## config.mk

```make
export PLATFORM = sky130hd
export DESIGN_NAME = branch_predict_ctrl
export DESIGN_NICKNAME = d
export VERILOG_FILES = /design/src/rtl/bp_pkg.sv /design/src/rtl/branch_predict_ctrl_bht.sv /design/src/rtl/branch_predict_ctrl.sv
export SDC_FILE = /design/constraint.sdc
export NUM_CORES = 1
export LEC_CHECK = 0
export BUFFER_PORTS_ARGS = -buffer_cell sky130_fd_sc_hd__buf_2
export CAP_MARGIN = 40
export CORE_MARGIN = 2
export CORE_UTILIZATION = 51
export DETAILED_ROUTE_END_ITERATION = 6
export PLACE_DENSITY = 0.71
export SLEW_MARGIN = 40
export SYNTH_ARGS = -nofsm -noshare
export SYNTH_HDL_FRONTEND = slang
export SYNTH_SLANG_ARGS = --single-unit
```

## constraint.sdc

```tcl
create_clock -name clk_i -period 7.3 [get_ports clk_i]
set_input_delay 1.095 -clock clk_i [delete_from_list [all_inputs] [get_ports clk_i]]
set_output_delay 1.095 -clock clk_i [all_outputs]
set_load 0.005 [all_outputs]
```

## src/rtl/bp_pkg.sv

```systemverilog
// Shared types for the branch-direction predictor: 2-bit saturating counter
// encoding, its reset value and the saturating next-state function.
package bp_pkg;

   typedef enum logic [1:0] {
      SNT = 2'b00,
      WNT = 2'b01,
      WT  = 2'b10,
      ST  = 2'b11
   } bht_cnt_t;

   localparam bht_cnt_t BHT_RESET = WNT;

   function automatic bht_cnt_t bht_next(input bht_cnt_t cnt, input logic taken);
      bht_cnt_t nxt;
      nxt = cnt;
      unique case (cnt)
         SNT: nxt = taken ? WNT : SNT;
         WNT: nxt = taken ? WT  : SNT;
         WT:  nxt = taken ? ST  : WNT;
         ST:  nxt = taken ? ST  : WT;
         default: nxt = BHT_RESET;
      endcase
      return nxt;
   endfunction

endpackage

```

## src/rtl/branch_predict_ctrl_bht.sv

```systemverilog
// Branch history table: 2^IDX_W two-bit counters, combinational read, saturating
// update at the clock edge; no read/write bypass, so a same-index read sees the old value.
module bht
   import bp_pkg::*;
#(
   parameter int IDX_W = 6
) (
   input  logic             clk_i,
   input  logic             rst_i,
   input  logic [IDX_W-1:0] rd_idx,
   output logic [1:0]       rd_cnt,
   input  logic             upd_en,
   input  logic [IDX_W-1:0] upd_idx,
   input  logic             upd_taken
);

   localparam int DEPTH = 1 << IDX_W;

   bht_cnt_t mem [DEPTH];

   assign rd_cnt = mem[rd_idx];

   always_ff @(posedge clk_i) begin
      if (rst_i) begin
         for (int i = 0; i < DEPTH; i++) begin
            mem[i] <= BHT_RESET;
         end
      end else if (upd_en) begin
         mem[upd_idx] <= bht_next(mem[upd_idx], upd_taken);
      end
   end

endmodule

```

## src/rtl/branch_predict_ctrl.sv

```systemverilog
// Branch-direction controller: predicts in ID, resolves in EX, drives fetch redirect and flushes.
// Redirects are combinational in the same cycle; EX mispredict overrides the ID redirect and ignores stall.
module branch_predict_ctrl
   import bp_pkg::*;
#(
   parameter int n     = 32,
   parameter int IDX_W = 6,
   parameter int CNT_W = 16
) (
   input  logic             clk_i,
   input  logic             rst_i,
   input  logic             stall_i,
   input  logic             id_valid_i,
   input  logic             id_is_branch_i,
   input  logic [n-1:0]     id_pc_i,
   input  logic [n-1:0]     id_target_i,
   input  logic             ex_en_jump_i,
   output logic             redirect_o,
   output logic [n-1:0]     redirect_pc_o,
   output logic             flush_if_o,
   output logic             flush_id_o,
   output logic             pred_taken_o,
   output logic [CNT_W-1:0] mispred_cnt_o
);

   localparam logic [n-1:0]     PC_STEP = n'(4);
   localparam logic [CNT_W-1:0] CNT_ONE = CNT_W'(1);

   logic             ex_vld;
   logic             ex_pred;
   logic [n-1:0]     ex_pc;
   logic [n-1:0]     ex_tgt;
   logic [CNT_W-1:0] mispred_cnt;

   logic [1:0]       id_cnt;
   logic             id_pred;
   logic             id_redirect;
   logic             ex_mispred;
   logic             redirect;
   logic [n-1:0]     redirect_pc;

   bht #(
      .IDX_W (IDX_W)
   ) u_bht (
      .clk_i     (clk_i),
      .rst_i     (rst_i),
      .rd_idx    (id_pc_i[IDX_W+1:2]),
      .rd_cnt    (id_cnt),
      .upd_en    (ex_vld),
      .upd_idx   (ex_pc[IDX_W+1:2]),
      .upd_taken (ex_en_jump_i)
   );

   always_comb begin
      id_pred     = id_valid_i & id_is_branch_i & id_cnt[1];
      ex_mispred  = ex_vld & (ex_en_jump_i != ex_pred);
      id_redirect = id_pred & ~stall_i & ~ex_mispred;
      redirect    = ex_mispred | id_redirect;
      redirect_pc = '0;
      if (ex_mispred) begin
         redirect_pc = ex_en_jump_i ? ex_tgt : (ex_pc + PC_STEP);
      end else if (id_redirect) begin
         redirect_pc = id_target_i;
      end
   end

   // Outputs are held quiet for the whole reset interval, not just after the edge.
   always_comb begin
      redirect_o    = 1'b0;
      redirect_pc_o = '0;
      flush_if_o    = 1'b0;
      flush_id_o    = 1'b0;
      pred_taken_o  = 1'b0;
      mispred_cnt_o = '0;
      if (!rst_i) begin
         redirect_o    = redirect;
         redirect_pc_o = redirect_pc;
         flush_if_o    = redirect;
         flush_id_o    = ex_mispred;
         pred_taken_o  = id_pred;
         mispred_cnt_o = mispred_cnt;
      end
   end

   always_ff @(posedge clk_i) begin
      if (rst_i) begin
         ex_vld  <= 1'b0;
         ex_pred <= 1'b0;
         ex_pc   <= '0;
         ex_tgt  <= '0;
      end else if (ex_mispred || stall_i) begin
         ex_vld  <= 1'b0;
      end else begin
         ex_vld  <= id_valid_i & id_is_branch_i;
         ex_pred <= id_pred;
         ex_pc   <= id_pc_i;
         ex_tgt  <= id_target_i;
      end
   end

   always_ff @(posedge clk_i) begin
      if (rst_i) begin
         mispred_cnt <= '0;
      end else if (ex_mispred && (mispred_cnt != '1)) begin
         mispred_cnt <= mispred_cnt + CNT_ONE;
      end
   end

endmodule

```

==> results.sh, run 1 <==
export IMPL_status="completed"
export IMPL_cap_violations=0
export IMPL_critical_path_max_stage_delay_ps=630
export IMPL_netlist_instances=1202
export IMPL_power_switching_uw=725
export IMPL_power_leakage_nw=4.42
export IMPL_cts_tree="built"
export IMPL_clk_latency_ps=520
export IMPL_rows=54
export IMPL_end_kind="output port"
export IMPL_path_cells="buf_2 -> mux4_1 -> mux4_2 -> a22oi_2 -> o21ai_1 -> nand4_1 -> buf_4 -> o21ai_0 -> buf_2"
export IMPL_gp_congestion=0.897
export IMPL_rsz0062_at_grt="false"
export IMPL_vias_per_cell=6.10
export IMPL_grt_overflow=0
export IMPL_avgSynthCellArea_um2=9.52
export IMPL_report_final_hold_viol_count=0
export IMPL_syn_area_mm2=0.0114
export IMPL_chipWidth_um=154
export IMPL_setup_violations=0
export IMPL_hold_buffers=0
export IMPL_slowest_stage="mux4_1"
export IMPL_die_area_mm2=0.0236
export IMPL_cts_made_buffers=24
export IMPL_cp_max_fo=17
export IMPL_cts_path_max_buffers=3
export IMPL_ys_types=56
export IMPL_cts_setup_buffers=0
export IMPL_clk_pin_slew_ps=60
export IMPL_grt_max_degree=66
export IMPL_maxSlewHeadroom=0.456
export IMPL_cts_resized=0
export IMPL_internal_power_mw=2.16
export IMPL_initial_core_util=0.523
export IMPL_fin_util=0.590
export IMPL_seq_area_frac_synth=0.490
export IMPL_min_period_ps=4850
export IMPL_grt_pass1_wl_um=48200
export IMPL_syn_to_final_growth_pct=13.0
export IMPL_nNetsFinal=1328
export IMPL_skew_ps=14.6
export IMPL_synth_fp_nets=1274
export IMPL_wl_per_cell_um=20.0
export IMPL_n_fill_cell=1894
export IMPL_seq_power_share=0.473
export IMPL_grt_antenna_before_repair=0
export IMPL_fin_setup_tns_ps=0
export IMPL_antenna_left=0
export IMPL_diodes=0
export IMPL_synth_edf_count=128
export IMPL_drt_wl_total_um=31000
export IMPL_cp_common_cell="buf_2"
export IMPL_portBuffers=121
export IMPL_hold_ws_ps=453
export IMPL_clock_tree_root_cell="clkbuf_16"
export IMPL_core_mm2=0.0219
export IMPL_ios=122
export IMPL_start_kind="input pin"
export IMPL_dp_hpwl_um=20500
export IMPL_cts_sinks=216
export IMPL_synth_main_ff_cell="edfxtp_1"
export IMPL_ir_drop_v=0.000155
export IMPL_swShare=0.251
export IMPL_p_comb_frac=0.097
export IMPL_yosysWarnings=0
export IMPL_fin_crit_sh=0.664
export IMPL_die_h_um=154
export IMPL_drv_slew=0
export IMPL_cts_max_level=1
export IMPL_first_pass_iters=5
export IMPL_ys_ff_latch=216
export IMPL_hp_class="reg2reg"
export IMPL_drc=0
export IMPL_vias=9486
export IMPL_ys_async_sr_fraction=0
export IMPL_first_iter_violations=1026
export IMPL_max_freq_ghz=0.206
export IMPL_final_layout_size_suffix_gt1_frac=0.184
export IMPL_worst_pin_slew_ps=814
export IMPL_grtUsageTotal=0.255
export IMPL_grt_pass1_vias=8741
export IMPL_path_class="in2out"
export IMPL_pwr_share_clk=0.431
export IMPL_crit_arrival_ps=3750
export IMPL_p_per_area_mw_per_mm2=223
export IMPL_critPathRequiredTime_ps=6200
synthesized netlist by cell type, types with 4 or more instances:
library cell  count  area, um^2
and4_1            7        61.3
mux4_1            7         184
a22oi_1           6        45.0
a21oi_1          96         480
and3_1            8        50.1
inv_1             8        30.0
nor2_1           86         323
buf_2            26         130
o22ai_1          16         100
clkbuf_1         69         259
xnor2_1          18         158
o211ai_1          4        30.0
nand3_1          68         340
nand2b_1         13        81.3
o21ai_0          68         340
nor2b_1          28         175
dfxtp_1          88        1760
nor3_1           45         225
buf_1             8        30.0
edfxtp_1        128        3840
nand4_1          17         106
or3_1             9        56.3
xor2_1           18         158
mux2i_1          31         310
mux4_2           34         766
a22o_1           11        96.3
nand2_1         239         897
final timing paths:
path                   start          endpoint  slack [ps]  cells past startpoint
hold reg to reg   ex_tgt[10]        ex_tgt[10]         450                      2
setup reg to reg        flop  u_bht.mem[12][0]        3430                      9
hold / removal    ex_tgt[10]        ex_tgt[10]         450                      2
setup / recovery  id_pc_i[2]        redirect_o        2450                      9
layout by cell type (no fill, tap or decap), types with 18 or more instances in the layout:
master     count
buf_2        120
mux4_2        34
nor3_1        44
xor2_1        18
mux2i_1       31
dfxtp_1       86
a21oi_1       96
edfxtp_1     128
nand2_1      239
nand3_1       66
nor2b_1       28
o21ai_0       68
nor2_1        83
xnor2_1       18
clkbuf_16     25
power by group through the flow:
stage,sequential [mW],combinational (mW),clock [mW]
2_1_floorplan,1.36,0.209,0
3_3_place_gp,1.39,0.269,0
3_5_place_dp,1.39,0.275,0
4_1_cts,1.36,0.276,1.25
5_1_grt,1.37,0.303,1.30
6_report,1.36,0.279,1.24
metal layers:
metal  GRT usage  part of all wire  wire length, um
met1       0.356              0.41            12600
met2       0.410              0.47            14700
met3      0.0445             0.090             2790
met4      0.0786             0.030              933
met5           0                 0                0
registers in the layout (all words and copies together) (netlist names), named ones only:
register / count
u_bht.mem: 128
ex_tgt: 32
ex_pc: 32
ex_vld: 1
mispred_cnt: 16
ex_pred: 1
logic make-up (layout without fill, tap and decap cells):
| kind of cell | after synthesis | in the layout | share of synthesized area |
|---|---|---|---|
| AND/OR/NAND/NOR | 540 | 540 | 0.216 |
| AO/OA/AOI/OAI | 217 | 217 | 0.107 |
| flip-flops | 216 | 216 | 0.490 |
| buffers and inverters | 117 | 189 | 0.0453 |
| multiplexers | 74 | 74 | 0.112 |
| XOR/XNOR | 36 | 36 | 0.0276 |
| adder cells (fa/ha/maj) | 2 | 2 | 0.00219 |
critical path, delay by kind of cell:
kind | cells | cell delay, ps
AOI/OAI and AO/OA | 3 | 420
buffers and inverters | 3 | 870
muxes | 2 | 1120
and+or+nand+nor | 1 | 230
metrics by stage:
stage | area [um^2] | std cells | worst slack [ps] | total power [mW]
final | 12900 | 1554 | 2450 | 2.88
after global routing | 12900 | 1554 | 2310 | 2.97
after CTS | 12900 | 1553 | 2310 | 2.89
after detailed placement | 12100 | 1509 | 2320 | 1.66
after global placement | 12000 | 1508 | 2430 | 1.65
after floorplan | 11400 | 1202 | 2860 | 1.57
layout make-up:
class	count	area (um^2)	share of cell area
Timing Repair Buffer	137	732	0.0566
Clock buffer	31	688	0.0532
Clock inverter	13	133	0.0103
Tap cell	280	350	0.0271
Sequential cell	216	5610	0.434
Inverter	8	30.0	0.00232
Multi-Input combinational cell	869	5390	0.417
(Power assumes the default switching activity.)
==> run 2: changes to the inputs <==
clock period = 4.5 ns   (was 7.3 ns; I/O delays follow)
==> run 2 against run 1 <==
Die area unchanged. Worst setup slack got worse by 2200 ps. Non-clock buffer count up 10. Clock skew fell by 4.3 ps. Largest cell class unchanged. Clock power increased by 52%. Core utilization barely moved. Sequential share of layout area hardly changed. Global-route usage barely moved. Cell count is 0.71% higher. Sequential power is 63% higher. Via count decreased by 0.59%. Hold slack lost 59 ps.
==> results.sh, run 2 (synthesis gave the netlist of run 1 again) <==
export IMPL_internal_power_mw=3.40
export IMPL_fin_crit_sh=0.952
export IMPL_max_freq_ghz=0.233
export IMPL_cts_path_max_buffers=3
export IMPL_final_layout_size_suffix_gt1_frac=0.185
export IMPL_end_kind="output port"
export IMPL_dpl_cell_area_mm2=0.0122
export IMPL_cts_resized=0
export IMPL_regMostFlops="u_bht.mem"
export IMPL_first_iter_violations=1086
export IMPL_largest_reg_flops=128
export IMPL_drt_wl_total_um=30600
export IMPL_clock_tree_root_cell="clkbuf_16"
export IMPL_grt_pass1_vias=9051
export IMPL_clk_pin_slew_ps=60
export IMPL_pwr_share_clk=0.414
export IMPL_worst_pin_slew_ps=820
export IMPL_skew_ps=10.3
export IMPL_grt_overflow=0
export IMPL_cts_setup_buffers=0
export IMPL_seq_power_share=0.487
export IMPL_hp_class="in2reg"
export IMPL_fin_setup_tns_ps=0
export IMPL_cap_violations=0
export IMPL_ir_drop_v=0.000280
export IMPL_portBuffers=121
export IMPL_vias_per_cell=6.03
export IMPL_die_area_mm2=0.0236
export IMPL_p_comb_frac=0.099
export IMPL_stdcell_area_mm2=0.0129
export IMPL_dp_hpwl_um=20600
export IMPL_cts_made_buffers=25
export IMPL_wl_per_cell_um=19.6
export IMPL_path_cells="ha_1 -> nand2_1 -> or4_1 -> nor2_1 -> and4_1 -> xnor2_1 -> o21ai_0 -> a22o_1 -> buf_2"
export IMPL_antenna_left=0
export IMPL_gp_congestion=0.885
export IMPL_setup_violations=0
export IMPL_slowest_stage="dfxtp_1"
export IMPL_critPathRequiredTime_ps=3830
export IMPL_vias=9430
export IMPL_hold_buffers=0
export IMPL_dp_slack_ps=587
export IMPL_grt_pass1_wl_um=48400
export IMPL_reg_top3="u_bht.mem (128), ex_pc (32), ex_tgt (32)"
export IMPL_cts_tree="built"
export IMPL_chipWidth_um=154
export IMPL_grt_antenna_before_repair=0
export IMPL_critical_path_max_stage_delay_ps=670
export IMPL_drc=0
export IMPL_total_power_mw=4.55
export IMPL_power_leakage_nw=4.43
export IMPL_rsz0062_at_grt="false"
export IMPL_ios=122
export IMPL_cts_max_level=1
export IMPL_layout_commonest_cell="nand2_1"
export IMPL_die_h_um=154
export IMPL_swShare=0.252
export IMPL_status="completed"
export IMPL_cp_top_family="simple AND/OR/NAND/NOR gates"
export IMPL_min_period_ps=4280
export IMPL_rows=54
export IMPL_initial_core_util=0.523
export IMPL_report_final_hold_viol_count=0
export IMPL_crit_buf_inv=1
export IMPL_crit_arrival_ps=3610
export IMPL_first_pass_iters=5
export IMPL_drv_slew=0
export IMPL_p_per_area_mw_per_mm2=352
export IMPL_cts_sinks=216
export IMPL_cp_max_fo=14
export IMPL_start_kind="flop"
export IMPL_grt_max_degree=69
export IMPL_syn_to_final_growth_pct=12.9
export IMPL_nNetsFinal=1339
export IMPL_layout_common_cells="nand2_1 (239), edfxtp_1 (128), buf_2 (120)"
export IMPL_path_class="reg2out"
export IMPL_grtUsageTotal=0.255
export IMPL_clk_latency_ps=520
export IMPL_core_mm2=0.0219
export IMPL_setup_ws_ps=216
export IMPL_power_switching_mw=1.15
export IMPL_maxSlewHeadroom=0.452
run 2: worst paths after layout:
kind                    start  slack [ps]  depth (start not counted)           endpoint
setup / recovery     ex_pc[3]         220                          9  redirect_pc_o[20]
hold / removal    id_pc_i[14]         390                          3          ex_pc[14]
setup reg to reg         flop         860                          8    u_bht.mem[7][0]
hold reg to reg    ex_tgt[30]         450                          2         ex_tgt[30]
run 2: worst min-delay path, stage by stage:
cell and delay [ps]:
buf_2 100, nand2_1 50, a21oi_1 50
run 2: final cells by class:
type	count	area [um^2]
multi-input cells	869	5360
inverters	8	30.0
well taps	280	350
clock inverters	14	100
clock buffers	30	654
flip-flops and latches	216	5610
repair buffers	147	816
diodes	1	2.50
fillers	1941	8970
run 2: routing by layer:
metal | up-vias | global-route usage | routed length (um)
met1 | 4526 | 0.352 | 12900
met4 | 0 | 0.0655 | 648
met2 | 404 | 0.423 | 14700
met3 | 52 | 0.0414 | 2460
met5 | - | 0 | 0
li1 | 4448 | - | -
run 2: power by group through the flow:
stage	logic, mW	clock network, mW	registers (mW)
floorplan	0.339	0	2.21
global placement	0.441	0	2.25
detailed placement	0.448	0	2.25
CTS	0.449	1.91	2.21
global route	0.493	1.99	2.22
finish	0.452	1.88	2.21
run 2: stage by stage:
| stage | utilization | hold WS, ps | std cells |
|---|---|---|---|
| after floorplan | - | 436 | 1202 |
| after global placement | 0.555 | 441 | 1520 |
| after detailed placement | 0.555 | 446 | 1520 |
| after CTS | 0.590 | 380 | 1564 |
| after global routing | 0.590 | 386 | 1564 |
| final | 0.590 | 394 | 1565 |
==> run 3: changes to the inputs <==
CORE_UTILIZATION = 59   (was 51)
PLACE_DENSITY = 0.8   (was 0.71)
==> run 3 against run 2 <==
Via count is 3.4% higher. Flip-flop and latch count did not move. Final area is essentially flat. Sequential power barely moved. Count of clock-buffer cells in the layout shrank 4. Core utilization increased by 9.4 points. Hold slack got worse by 15 ps. Largest cell class unchanged.
==> results.sh, run 3 (synthesis gave the netlist of run 1 again) <==
export IMPL_max_freq_ghz=0.234
export IMPL_layout_common_cells="nand2_1 (239), edfxtp_1 (128), buf_2 (121)"
export IMPL_layout_commonest_cell="nand2_1"
export IMPL_r2r_end="u_bht.mem[38][1]"
export IMPL_status="completed"
export IMPL_seq_power_share=0.482
export IMPL_critPathRequiredTime_ps=3830
export IMPL_drv_slew=0
export IMPL_fin_crit_sh=0.950
export IMPL_min_from="id_pc_i[14]"
export IMPL_grt_pass1_wl_um=47400
export IMPL_crit_arrival_ps=3600
export IMPL_hp_class="in2reg"
export IMPL_pwr_share_clk=0.418
export IMPL_hold_buffers=0
export IMPL_maxSlewHeadroom=0.440
export IMPL_clk_latency_ps=530
export IMPL_start_kind="flop"
export IMPL_p_comb_frac=0.100
export IMPL_grt_overflow=0
export IMPL_regMostFlops="u_bht.mem"
export IMPL_grt_max_degree=66
export IMPL_vias=9752
export IMPL_rsz0062_at_grt="false"
export IMPL_reg_top3="u_bht.mem (128), ex_pc (32), ex_tgt (32)"
export IMPL_portBuffers=121
export IMPL_gp_congestion=0.960
export IMPL_grt_antenna_before_repair=1
export IMPL_core_mm2=0.0189
export IMPL_die_area_mm2=0.0205
export IMPL_cts_path_max_buffers=3
export IMPL_rows=50
export IMPL_critical_path_max_stage_delay_ps=640
export IMPL_register_area_mm2=0.00561
export IMPL_nNetsFinal=1338
export IMPL_chipWidth_um=143
export IMPL_clock_tree_root_cell="clkbuf_16"
export IMPL_initial_core_util=0.606
export IMPL_n_fill_cell=1428
export IMPL_swShare=0.251
export IMPL_cts_setup_buffers=0
export IMPL_slowest_stage="dfxtp_1"
export IMPL_drt_wl_total_um=30900
export IMPL_cts_made_buffers=23
export IMPL_syn_to_final_growth_pct=12.9
export IMPL_cp_max_fo=15
export IMPL_clk_pin_slew_ps=60
export IMPL_antenna_left=0
export IMPL_wl_per_cell_um=20.0
export IMPL_end_kind="output port"
export IMPL_power_leakage_nw=4.44
export IMPL_path_cells="ha_1 -> nand2_1 -> or4_1 -> nor2_1 -> and4_1 -> xnor2_1 -> o21ai_0 -> a22o_1 -> buf_2"
export IMPL_grtUsageTotal=0.298
export IMPL_cts_tree="built"
export IMPL_setup_violations=0
export IMPL_cap_violations=0
export IMPL_path_class="reg2out"
export IMPL_multi_input_area_mm2=0.00535
export IMPL_dp_hpwl_um=20800
export IMPL_cp_top_family="simple AND/OR/NAND/NOR gates"
export IMPL_first_iter_violations=1078
export IMPL_hold_path_depth=3
export IMPL_first_pass_iters=5
export IMPL_drc=0
export IMPL_cts_max_level=1
export IMPL_report_final_hold_viol_count=0
export IMPL_internal_power_mw=3.45
export IMPL_crit_path_start="ex_pc[2]"
export IMPL_power_switching_mw=1.15
export IMPL_reg2regPathDepth=9
export IMPL_worst_pin_slew_ps=838
export IMPL_die_h_um=143
export IMPL_ir_drop_v=0.000297
export IMPL_fin_setup_tns_ps=0
export IMPL_skew_ps=12.7
export IMPL_dp_slack_ps=303
export IMPL_ios=122
export IMPL_setup_ws_ps=226
export IMPL_cts_resized=0
export IMPL_min_period_ps=4270
export IMPL_grt_pass1_vias=9058
export IMPL_final_layout_size_suffix_gt1_frac=0.184
export IMPL_vias_per_cell=6.31
export IMPL_largest_reg_flops=128
export IMPL_cts_sinks=216
export IMPL_hold_end="ex_pc[14]"
export IMPL_r2r_slack_ps=990
export IMPL_p_per_area_mw_per_mm2=356
export IMPL_crit_buf_inv=1
run 3: final cells by class:
class                   instances  area share
diodes                          3    0.000581
flip-flops and latches        216       0.434
inverters                       8     0.00232
clock buffers                  26      0.0462
clock inverters                16      0.0132
well taps                     260      0.0252
repair buffers                148      0.0645
multi-input cells             869       0.414
run 3: power by group through the flow:
stage          registers, mW  logic [mW]  clock network, mW
3_3_place_gp            2.25       0.439                  0
5_1_grt                 2.22       0.497               2.02
2_1_floorplan           2.21       0.339                  0
3_5_place_dp            2.26       0.448                  0
6_report                2.22       0.459               1.93
4_1_cts                 2.21       0.452               1.94
run 3: tightest hold or removal path, stage by stage:
cell and delay (ps):
buf_2 90, nand2_1 50, a21oi_1 50
run 3: worst max-delay path by stage:
stage | end | slack, ps | depth (start not counted)
final | redirect_pc_o[20] | 230 | 9
after global routing | redirect_pc_o[20] | 30 | 9
after CTS | flush_if_o | 280 | 8
after detailed placement | redirect_o | 300 | 8
after global placement | redirect_o | 490 | 8
after floorplan | redirect_o | 900 | 10
run 3: metal layers:
| layer | vias up | GRT usage | share of wire |
|---|---|---|---|
| met4 | 0 | 0.126 | 0.042 |
| met1 | 4636 | 0.398 | 0.38 |
| met2 | 561 | 0.480 | 0.48 |
| met3 | 110 | 0.0547 | 0.099 |
| met5 | - | 0 | 0 |
| li1 | 4445 | - | - |
run 3: through the flow:
step	power, mW	instances	cell area, um^2	utilization	hold WS [ps]
2_1_floorplan	2.55	1202	11400	-	436
3_3_place_gp	2.69	1500	12100	0.642	441
3_5_place_dp	2.70	1500	12100	0.642	447
4_1_cts	4.61	1542	12900	0.683	365
5_1_grt	4.73	1544	12900	0.683	388
6_report	4.60	1546	12900	0.684	379
